File: config.mk
export PLATFORM = sky130hd
export DESIGN_NAME = dmem_port
export DESIGN_NICKNAME = d
export VERILOG_FILES = /design/src/rtl/core_pkg.sv /design/src/rtl/mw_latch.sv /design/src/rtl/dmem_port.sv
export SDC_FILE = /design/constraint.sdc
export NUM_CORES = 1
export LEC_CHECK = 0
export CAP_MARGIN = 20
export CORE_AREA = 2 2 110 112
export DETAILED_ROUTE_END_ITERATION = 6
export DIE_AREA = 0 0 112 114
export PLACE_DENSITY = 0.83
export SETUP_SLACK_MARGIN = 0.2
export SLEW_MARGIN = 25
export SYNTH_ARGS = -nofsm -noshare
export SYNTH_HDL_FRONTEND = slang
export SYNTH_SLANG_ARGS = --single-unit
File: constraint.sdc
create_clock -name clk -period 1.7 [get_ports clk]
set_clock_uncertainty 0.05 [all_clocks]
set_input_delay 0.17 -clock clk [delete_from_list [all_inputs] [get_ports clk]]
set_output_delay 0.17 -clock clk [all_outputs]
set_load 0.03 [all_outputs]
File: src/rtl/core_pkg.sv
// core_pkg: shared core types and constants for the memory stage
package core_pkg;
  localparam int XLEN_DEFAULT = 32;
  typedef enum logic [1:0] {
    IDLE = 2'd0,
    REQ  = 2'd1,
    RESP = 2'd2
  } dmem_state_e;
endpackage

File: src/rtl/mw_latch.sv
// mw_latch: MEM/WB write-back register; a bubble clears the write enable and holds the rest
module mw_latch #(
  parameter int XLEN = core_pkg::XLEN_DEFAULT,
  parameter int RA_W = 32
) (
  input  logic            clk,
  input  logic            rst_n,
  input  logic            bubble,
  input  logic            we,
  input  logic [RA_W-1:0] waddr,
  input  logic [XLEN-1:0] wdata,
  output logic            wb_we,
  output logic [RA_W-1:0] wb_waddr,
  output logic [XLEN-1:0] wb_wdata
);
  // capture the write-back triple, or insert a bubble while the stage is held
  always_ff @(posedge clk or negedge rst_n) begin
    if (!rst_n) begin
      wb_we    <= 1'b0;
      wb_waddr <= '0;
      wb_wdata <= '0;
    end else begin
      wb_we <= bubble ? 1'b0 : we;
      if (!bubble) begin
        wb_waddr <= waddr;
        wb_wdata <= wdata;
      end
    end
  end
endmodule

File: src/rtl/dmem_port.sv
// dmem_port: memory-stage data-bus initiator with stall and write-back register; DMEM_MISALIGN_TRAP_EN adds a misaligned-access trap
module dmem_port #(
  parameter int XLEN = core_pkg::XLEN_DEFAULT,
  parameter int RA_W = 32
) (
  input  logic            clk,
  input  logic            rst_n,
  input  logic            rf_we_i,
  input  logic            mem_we_i,
  input  logic            mem2rf_i,
  input  logic [XLEN-1:0] mem_wdata_i,
  input  logic [RA_W-1:0] rf_waddr_i,
  input  logic [XLEN-1:0] alu_result_i,
  output logic            dbus_req_o,
  output logic            dbus_we_o,
  output logic [XLEN-1:0] dbus_addr_o,
  output logic [XLEN-1:0] dbus_wdata_o,
  input  logic            dbus_gnt_i,
  input  logic            dbus_rvalid_i,
  input  logic [XLEN-1:0] dbus_rdata_i,
  output logic            stall_o,
  output logic            wb_rf_we_o,
  output logic [RA_W-1:0] wb_rf_waddr_o,
  output logic [XLEN-1:0] wb_rf_wdata_o
`ifdef DMEM_MISALIGN_TRAP_EN
  ,
  output logic            fault_o
`endif
);
  import core_pkg::*;
  dmem_state_e state, state_nxt;
  logic access, is_load, mis, req, done;
  // a store wins over a simultaneous load request
  assign access  = mem_we_i | mem2rf_i;
  assign is_load = mem2rf_i & ~mem_we_i;
`ifdef DMEM_MISALIGN_TRAP_EN
  assign mis = (state == IDLE) & access & (alu_result_i[1:0] != 2'b00);
`else
  assign mis = 1'b0;
`endif
  assign req     = (state == REQ) | ((state == IDLE) & access & ~mis);
  assign done    = (state == RESP) ? dbus_rvalid_i : (req & dbus_gnt_i & mem_we_i);
  assign stall_o = access & ~done & ~mis;
  assign dbus_req_o   = req & rst_n;
  assign dbus_we_o    = mem_we_i;
  assign dbus_addr_o  = alu_result_i;
  assign dbus_wdata_o = mem_wdata_i;
  // next state: loads wait in RESP for rvalid, ungranted requests wait in REQ
  always_comb
    state_nxt = (state == RESP) ? (dbus_rvalid_i ? IDLE : RESP) :
                !req            ? IDLE :
                !dbus_gnt_i     ? REQ  :
                mem_we_i        ? IDLE : RESP;
  // state register; reset aborts any outstanding transaction
  always_ff @(posedge clk or negedge rst_n) begin
    if (!rst_n) state <= IDLE;
    else        state <= state_nxt;
  end
`ifdef DMEM_MISALIGN_TRAP_EN
  // one-cycle registered fault pulse for a misaligned access
  always_ff @(posedge clk or negedge rst_n) begin
    if (!rst_n) fault_o <= 1'b0;
    else        fault_o <= mis;
  end
`endif
  mw_latch #(.XLEN(XLEN), .RA_W(RA_W)) u_mw (
    .clk     (clk),
    .rst_n   (rst_n),
    .bubble  (stall_o | mis),
    .we      (rf_we_i),
    .waddr   (rf_waddr_i),
    .wdata   (is_load ? dbus_rdata_i : alu_result_i),
    .wb_we   (wb_rf_we_o),
    .wb_waddr(wb_rf_waddr_o),
    .wb_wdata(wb_rf_wdata_o)
  );
endmodule

======== After elaboration in Yosys (flattened, before gate mapping) ========
Index checks and enable logic that the tools add are counted.
storage, ports and cells
  register bits ........................... 67
  input bits .............................. 135
  output and inout port bits .............. 132
  word-level logic and storage cells ...... 25
operators by class
  equal/unequal tests ..................... 2
  multiplexer cells ....................... 8
  bitwise logic cells ..................... 10
  reduce and logical (&&, ||, !) cells .... 1
operator list
  cell                                                              number
  32-bit 2-to-1 mux                                                 1
  2-bit 2-to-1 mux                                                  5
  1-bit bitwise AND                                                 6
  2-bit by 1-bit == test with 1-bit output (second input constant)  1
  2-bit == test (second input constant)                             1
  2-bit zero test                                                   1
  1-bit 2-to-1 mux                                                  2
  1-bit NOT                                                         2
  1-bit OR                                                          2

======== Longest topological paths before layout ========
Gate-level depths: netlist of run 1.
  depth in word-level cells ............... 9
  gate-level depth with buffers ........... 5
  mapped depth without buffers ............ 3

======== Cells and area by module ========
Synthesis of run 1 repeated with hierarchy kept, for this count alone.
unflattened totals
  cell total of the unflattened synthesis .. 252
  area total of the unflattened synthesis .. 3772.4 um^2
modules (own cells, without submodules)
  module     instances  cells an instance  area an instance (um^2)  sequential area each (um^2)
  mw_latch   1          137                2610.0                   1626.6
  dmem_port  1          115                1162.4                   50.0

======== Worst setup path before layout of run 1 ========
Ideal clock, no wire load.
  kind .................................... register to register
  start ................................... register state[1]
  end ..................................... register u_mw.wb_waddr[0]
  setup time .............................. 0.125 ns
  data arrival time ....................... 1.450 ns
  data required time ...................... 1.525 ns
  slack ................................... 0.075 ns
  cell stages (with the launch flop) ...... 6
  clock period less this slack ............ 1.625 ns
  cells stage by stage .................... dfrtp_1 -> and3b_1 -> a311o_1 -> buf_4 -> buf_6 -> mux2_4
between the ends
  longest elaborated chain between the ends .. 8
  elaborated cells between the ends (all ways) .. 10
  classes of those cells .................. eq/ne: 2; mux: 1; bitwise: 6; reduce/logical: 1
RTL lines
  element                         line             source
  from (decl)                     dmem_port.sv:31  dmem_state_e state, state_nxt;
  from (signal assigned)          dmem_port.sv:57  else state <= state_nxt;
  2-bit zero test                 dmem_port.sv:41  assign req = (state == REQ) | ((state == IDLE) & access & ~mis);
  1-bit bitwise AND               dmem_port.sv:41
  1-bit OR                        dmem_port.sv:41
  1-bit bitwise AND (2 in a row)  dmem_port.sv:42  assign done = (state == RESP) ? dbus_rvalid_i : (req & dbus_gnt_i & mem_we_i);
  1-bit 2-to-1 mux (*)            dmem_port.sv:42
  1-bit NOT (*)                   dmem_port.sv:43  assign stall_o = access & ~done & ~mis;
  1-bit bitwise AND (*)           dmem_port.sv:43
  to (signal assigned)            mw_latch.sv:25   wb_waddr <= waddr;
  to (decl)                       mw_latch.sv:13   output logic [RA_W-1:0] wb_waddr,
Mark *: on every way between the ends. The rest lies on a longest branch, timed or not.
A chain may end at the register's enable or synchronous reset.

======== Worst setup path in the final report of run 1 ========
  start ................................... register state[1]
  end ..................................... output port stall_o
between the ends
  longest elaborated chain between the ends .. 8
  elaborated cells between the ends (all ways) .. 10
  classes of those cells .................. eq/ne: 2; mux: 1; bitwise: 6; reduce/logical: 1
RTL lines
  element                         line             source
  2-bit zero test                 dmem_port.sv:41
  1-bit bitwise AND               dmem_port.sv:41
  1-bit OR                        dmem_port.sv:41
  1-bit bitwise AND (2 in a row)  dmem_port.sv:42
  1-bit 2-to-1 mux (*)            dmem_port.sv:42
  1-bit NOT (*)                   dmem_port.sv:43
  1-bit bitwise AND (*)           dmem_port.sv:43
  to (decl)                       dmem_port.sv:21  output logic stall_o,
Marks and branches as above.

==> results of run 1 <==
[cells in the final DEF, fill, tap and decap left out, drive strengths merged]
cell type / n
buf: 19
dfrtp: 67
clkdlybuf4s50: 101
nor3b: 1
inv: 1
mux2: 96
nor3: 2
nand2b: 1
dlygate4sd3: 1
and2: 1
nor2: 1
bufinv: 1
clkbuf: 13
dlygate4sd2: 97
clkinv: 2
o211ai: 1
clkinvlp: 1
o32ai: 1
and3b: 1
a311o: 1
[power breakdown]
part | switching, mW | internal, mW
combinational | 1.15 | 1.03
clock | 0.683 | 1.30
sequential | 0.152 | 1.89
[sequential cells by signal (all words and copies together), names as in the netlist]
name,flops
state,2
u_mw.wb_we,1
u_mw.wb_waddr,32
u_mw.wb_wdata,32
[through the flow]
step | cells | hold WS [ps]
after detailed placement | 532 | 187.2
after global routing | 556 | 290.0
final | 556 | 290.0
after CTS | 556 | 290.2
after floorplan | 251 | -175.6
after global placement | 532 | 184.4
[how the worst max path moves through the flow]
stage / start / end / slack (ps) / cells after the start
2_1_floorplan: state[1] / u_mw.wb_waddr[0] / 100 / 5
3_3_place_gp: mem_we_i / u_mw.wb_wdata[24] / -250 / 5
3_5_place_dp: mem_we_i / u_mw.wb_wdata[29] / -260 / 5
4_1_cts: state[1] / stall_o / -170 / 5
5_1_grt: state[1] / stall_o / -180 / 5
6_report: state[1] / stall_o / -110 / 5
[area by class of cell]
type,count,share of cell area
Inverter,2,0.002004
Clock buffer,13,0.04987
Clock inverter,3,0.007792
Sequential cell,67,0.2983
Multi-Input combinational cell,106,0.2306
Tap cell,147,0.03272
Timing Repair Buffer,218,0.3787
[cell usage after synthesis]
cell type	count	area [um^2]
a311o_1	1	10.01
and2_1	1	6.260
and3b_1	1	8.760
buf_2	5	25.02
buf_4	66	495.5
buf_6	4	45.04
clkbuf_1	1	3.750
dfrtp_1	67	1677
inv_1	2	7.510
mux2_1	6	67.56
mux2_2	52	585.6
mux2_4	38	570.6
nand2b_1	1	6.260
nor2_1	1	3.750
nor3_1	2	10.01
nor3b_1	1	7.510
o211ai_1	1	7.510
o32ai_1	1	8.760
[worst max-delay path: cells and delay by family, from the launching register on]
family	cells	cell delay, ps
DFF	1	410
AOI/OAI and AO/OA	1	370
buffers and inverters	3	320
and+or+nand+nor	1	180
[routing by layer]
metal  share of wire  up-vias
met2            0.53      120
met1            0.36     1235
li1                -     1108
met3           0.081       33
met4           0.031        0
met5               0        -
[cells by family after synthesis]
| group | Yosys count |
|---|---|
| compound gates | 3 |
| mux | 96 |
| buf+inv | 78 |
| flops | 67 |
| simple gates | 7 |
[timing repair]
action | 4_1_cts | 5_1_grt
hold buffers | 1 | 0
resized for setup | 102 | 0
setup buffers | 4 | 0
hold endpoints to repair | 67 | 0
endpoints found under the setup margin | 164 | 67
pin swaps | 2 | 1
cloned | 3 | 0
==> qor.yml, run 1 <==
synth_top_family_by_area: "multiplexers"
powerDensity_nw_per_um2: 1102
cts.sinks: 67
post-dp-hpwl_um: 6691
finalWeightedCongestion: 0.7249
fin_util: 0.4799
drc: 0
ys_warn_count: 0
ys_types: 18
hold_start: "mem_wdata_i[14]"
fin_crit_ps: 1814
finalSetupViolCount: 63
synth_xor_area_frac: 0
synth.net_count: 386
reg2reg_depth: 5
total_power_mw: 6.196
h-tree-depth: 3
slowest_delay_ps: 410
io_buffers: 202
synth.avg_cell_area_um2: 14.13
use_met2: 0.2590
cts-root-buf: "clkbuf_16"
status: "finished with violations"
rsz0062_at_grt: "yes"
routed_wl_um: 9465
grt_pass1_wl_um: 14430
fillCellCount: 1066
crit_path_end_kind: "output port"
start_util: 0.3028
drt-vias-per-instance: 4.489
violations: "setup timing"
die_h_um: 114
path_max_fanout: 4
fmax_mhz: 551.4
timing.final.ws_setup_ps: -113.5
antenna_found_initial: 0
grt_util_met3: 0.04995
path_clk_slew_ps: 60
die_w_um: 112
layout.nets: 539
first_iter_violations: 50
min_to: "dbus_wdata_o[14]"
io_pins: 267
placed_area_um2: 5288
antenna_cells: 0
finalCritPeriodShare: 1.067
multi_input_area_um2: 1296
antenna_left: 0
numCtsBuffers: 9
core_um2: 11710
seqCellArea_um2: 1677
hold_class: "in -> out"
cts_max_path_buffers: 2
worst-setup-path-type: "reg -> out"
ys_ff_latch: 67
worstMarginPinSlew_ps: 360.2
ff2ff_setup_slack_ps: -90
r2r-start: "state[1]"
path_cells: "and3b_1 -> a311o_2 -> buf_12 -> clkinvlp_4 -> buf_6"
cp_data_required_time_ps: 1480
peakVddDrop_uv: 477.5
startpoint_type: "register"
drtPass1Iterations: 4
use_met1: 0.1556
ys_seq_area_frac: 0.4728
timing.rr.end: "u_mw.wb_wdata[16]"
tns_ps: -3569
grt_busiest_layer: "met2"
grt_max_degree: 68
grt_overflow: 0
synth_fa_ha_area_frac: 0
slew_violations: 0
via_count: 2496
die-area_um2: 12770
hold_depth: 0
syn2layout_area_growth_pct: 58.50
relSlewSlack: 0.7599
hold_viol: 0
clkLatencyLatePin_ps: 320
syn_inst: 251
crit_path_top_delay_cell: "dfrtp_1"
p_leak_nw: 2.561
post-place-ws_ps: -262.2
drive_gt1_frac: 0.3130
avgRoutedWirePerCell_um: 17.02
crit_arrival_ps: 1590
cts_tree: "yes"
maxCapViolCount: 0
synth_area_um2: 3546
synth_compound_area_frac: 0.007410
grt_pass1_vias: 2733
rows: 40
synthSimpleGateAreaFrac: 0.01200
grt_usage: 0.1454
synthMuxAreaShare: 0.3451
design_area_um2: 5620
No activity file was read; power rests on OpenSTA's default activity.
==> run 2: changes to the inputs <==
CORE_AREA = 2 2 106 108   (was 2 2 110 112)
DIE_AREA = 0 0 108 110   (was 0 0 112 114)
PLACE_DENSITY = 0.85   (was 0.83)
SKIP_CTS_REPAIR_TIMING = 1   (was not set)
SLEW_MARGIN = 20   (was 25)
clock period = 1.9 ns   (was 1.7 ns; I/O delays follow)
==> qor.yml, run 2 (synthesis gave the netlist of run 1 again) <==
grt_usage: 0.1420  # -0.003366
cts.sinks: 67  # unchanged
die_w_um: 108  # -3.6%
fillCellCount: 911  # -15%
finalCritPeriodShare: 0.9691
clkLatencyLatePin_ps: 340  # +20 ps
die_h_um: 110  # -3.5%
die-area_um2: 11880  # -7.0%
internal-power_mw: 3.549  # -16%
fin_crit_ps: 1841
maxCapViolCount: 0  # unchanged
total_power_mw: 5.276  # -15%
numCtsBuffers: 9  # unchanged
drive_gt1_frac: 0.3105  # -0.002445
finalWeightedCongestion: 0.7054  # -2.7%
crit_start: "state[1]"
timing.rr.end: "u_mw.wb_waddr[7]"
path_max_fanout: 3  # -1
cts-root-buf: "clkbuf_8"
finalSetupViolCount: 0  # -100%
antenna_found_initial: 0  # unchanged
top_regs: "u_mw.wb_waddr x32, u_mw.wb_wdata x32, state x2"
crit_arrival_ps: 1600  # about the same
layout_commonest_cell: "clkdlybuf4s50_1"
relSlewSlack: 0.4292  # -0.3306
hold_viol: 17  # +17
h-tree-depth: 3  # unchanged
p_leak_nw: 2.428  # -5.2%
rsz0062_at_grt: "yes"
syn2layout_area_growth_pct: 58.50  # unchanged
hold_ws_ps: -9.606  # -299.6 ps
first_iter_violations: 54  # +8.0%
routed_wl_um: 8795  # -7.1%
grt_max_degree: 68  # unchanged
most-common-layout-cells: "clkdlybuf4s50_1 (193), dfrtp_1 (67), mux2_2 (50)"
peakVddDrop_uv: 576.6  # +21%
seqPwrFrac: 0.348  # +0.019
drtPass1Iterations: 2  # -2
switching_share: 0.3274  # +0.007229
hold_class: "in -> async"
post-dp-hpwl_um: 6132  # -8.4%
status: "finished with violations"
grt_pass1_vias: 2578  # -5.7%
startpoint_type: "register"
start_util: 0.3315  # +0.02868
grt_overflow: 0  # unchanged
p_switching_mw: 1.728  # -13%
cts_max_path_buffers: 2  # unchanged
core_um2: 10700  # -8.7%
cp-endpoint: "stall_o"
antenna_left: 0  # unchanged
ff2ff_setup_slack_ps: 80  # +170 ps
power_frac_clock: 0.249  # -0.070
io_pins: 267  # unchanged
rows: 38  # -5.0%
antenna_cells: 0  # unchanged
via_count: 2457  # -1.6%
drc: 0  # unchanged
layout.nets: 539  # unchanged
violations: "hold timing"
worst-setup-path-type: "reg -> out"
tns_ps: 0  # +3569 ps
cts_tree: "yes"
r2r-start: "state[1]"
worstMarginPinSlew_ps: 856.2  # +496.0 ps
path_clk_slew_ps: 80  # +20 ps
slew_violations: 0  # unchanged
cp_data_required_time_ps: 1660  # +180 ps
reg2reg_depth: 6  # +1
comb_power_share: 0.403  # +0.052
powerDensity_nw_per_um2: 938.8  # -15%
fmax_mhz: 543.1
avgRoutedWirePerCell_um: 16.02  # -5.9%
drt-vias-per-instance: 4.475  # -0.31%
io_buffers: 202  # unchanged
grt_pass1_wl_um: 12910  # -11%
crit_path_end_kind: "output port"
run 2: cell count changes in the layout (fill, tap and decap cells not counted), sizes merged, moves of 2 or more:
cell	change
dlygate4sd2	-97
clkinv	+2
clkdlybuf4s50	+92
dlymetal6s2s	+6
buf	-2
run 2: how the worst min path moves through the flow:
stage	cells past startpoint	startpoint	slack, ps	to
floorplan	0	rst_n	-160	state[0]
global placement	0	mem_wdata_i[1]	330	dbus_wdata_o[1]
detailed placement	0	mem_wdata_i[1]	330	dbus_wdata_o[1]
CTS	2	rst_n	30	u_mw.wb_waddr[22]
global route	2	rst_n	80	u_mw.wb_waddr[26]
finish	2	rst_n	-10	u_mw.wb_waddr[22]
run 2: critical path: stages (launching register included):
cell	delay (ps)
dfrtp_1	400
and3b_1	170
a311o_2	400
buf_12	140
clkinv_4	30
buf_6	110
run 2: stage by stage:
stage	hold slack, ps	util	area, um^2	setup WS (ps)	std cells
after global routing	79.29	0.5254	5620	-9.817	549
after detailed placement	330.2	0.4908	5250	-24.17	523
after global placement	330.2	0.4908	5250	-9.910	523
after CTS	32.08	0.5111	5468	-111.8	539
final	-9.606	0.5254	5620	58.78	549
after floorplan	-155.6	-	3546	275.4	251
run 2: per-layer routing:
metal,up-vias,routed length [um],part of all wire,GRT usage
li1,1102,-,-,-
met1,1199,3287,0.37,0.1541
met2,131,4399,0.50,0.2363
met3,25,909,0.10,0.05761
met4,0,199,0.023,0.08059
met5,-,0,0,0
run 2: power by group through the flow:
| stage | Clock [mW] | Sequential [mW] | Combinational [mW] |
|---|---|---|---|
| global placement | 0 | 1.85 | 2.05 |
| detailed placement | 0 | 1.86 | 2.08 |
| floorplan | 0 | 2.36 | 0.789 |
| global route | 1.43 | 1.87 | 2.22 |
| CTS | 1.36 | 1.84 | 2.08 |
| finish | 1.31 | 1.84 | 2.13 |
run 2: cell type report:
cell class	instances	area (um^2)	area share
sequential	67	1677	0.2983
tap	140	175.2	0.03117
inverter	2	12.51	0.002226
clock buffer	10	127.6	0.02271
clock inverter	6	90.09	0.01603
timing repair buffer	218	2235	0.3976
multi-input combinational	106	1304	0.2320
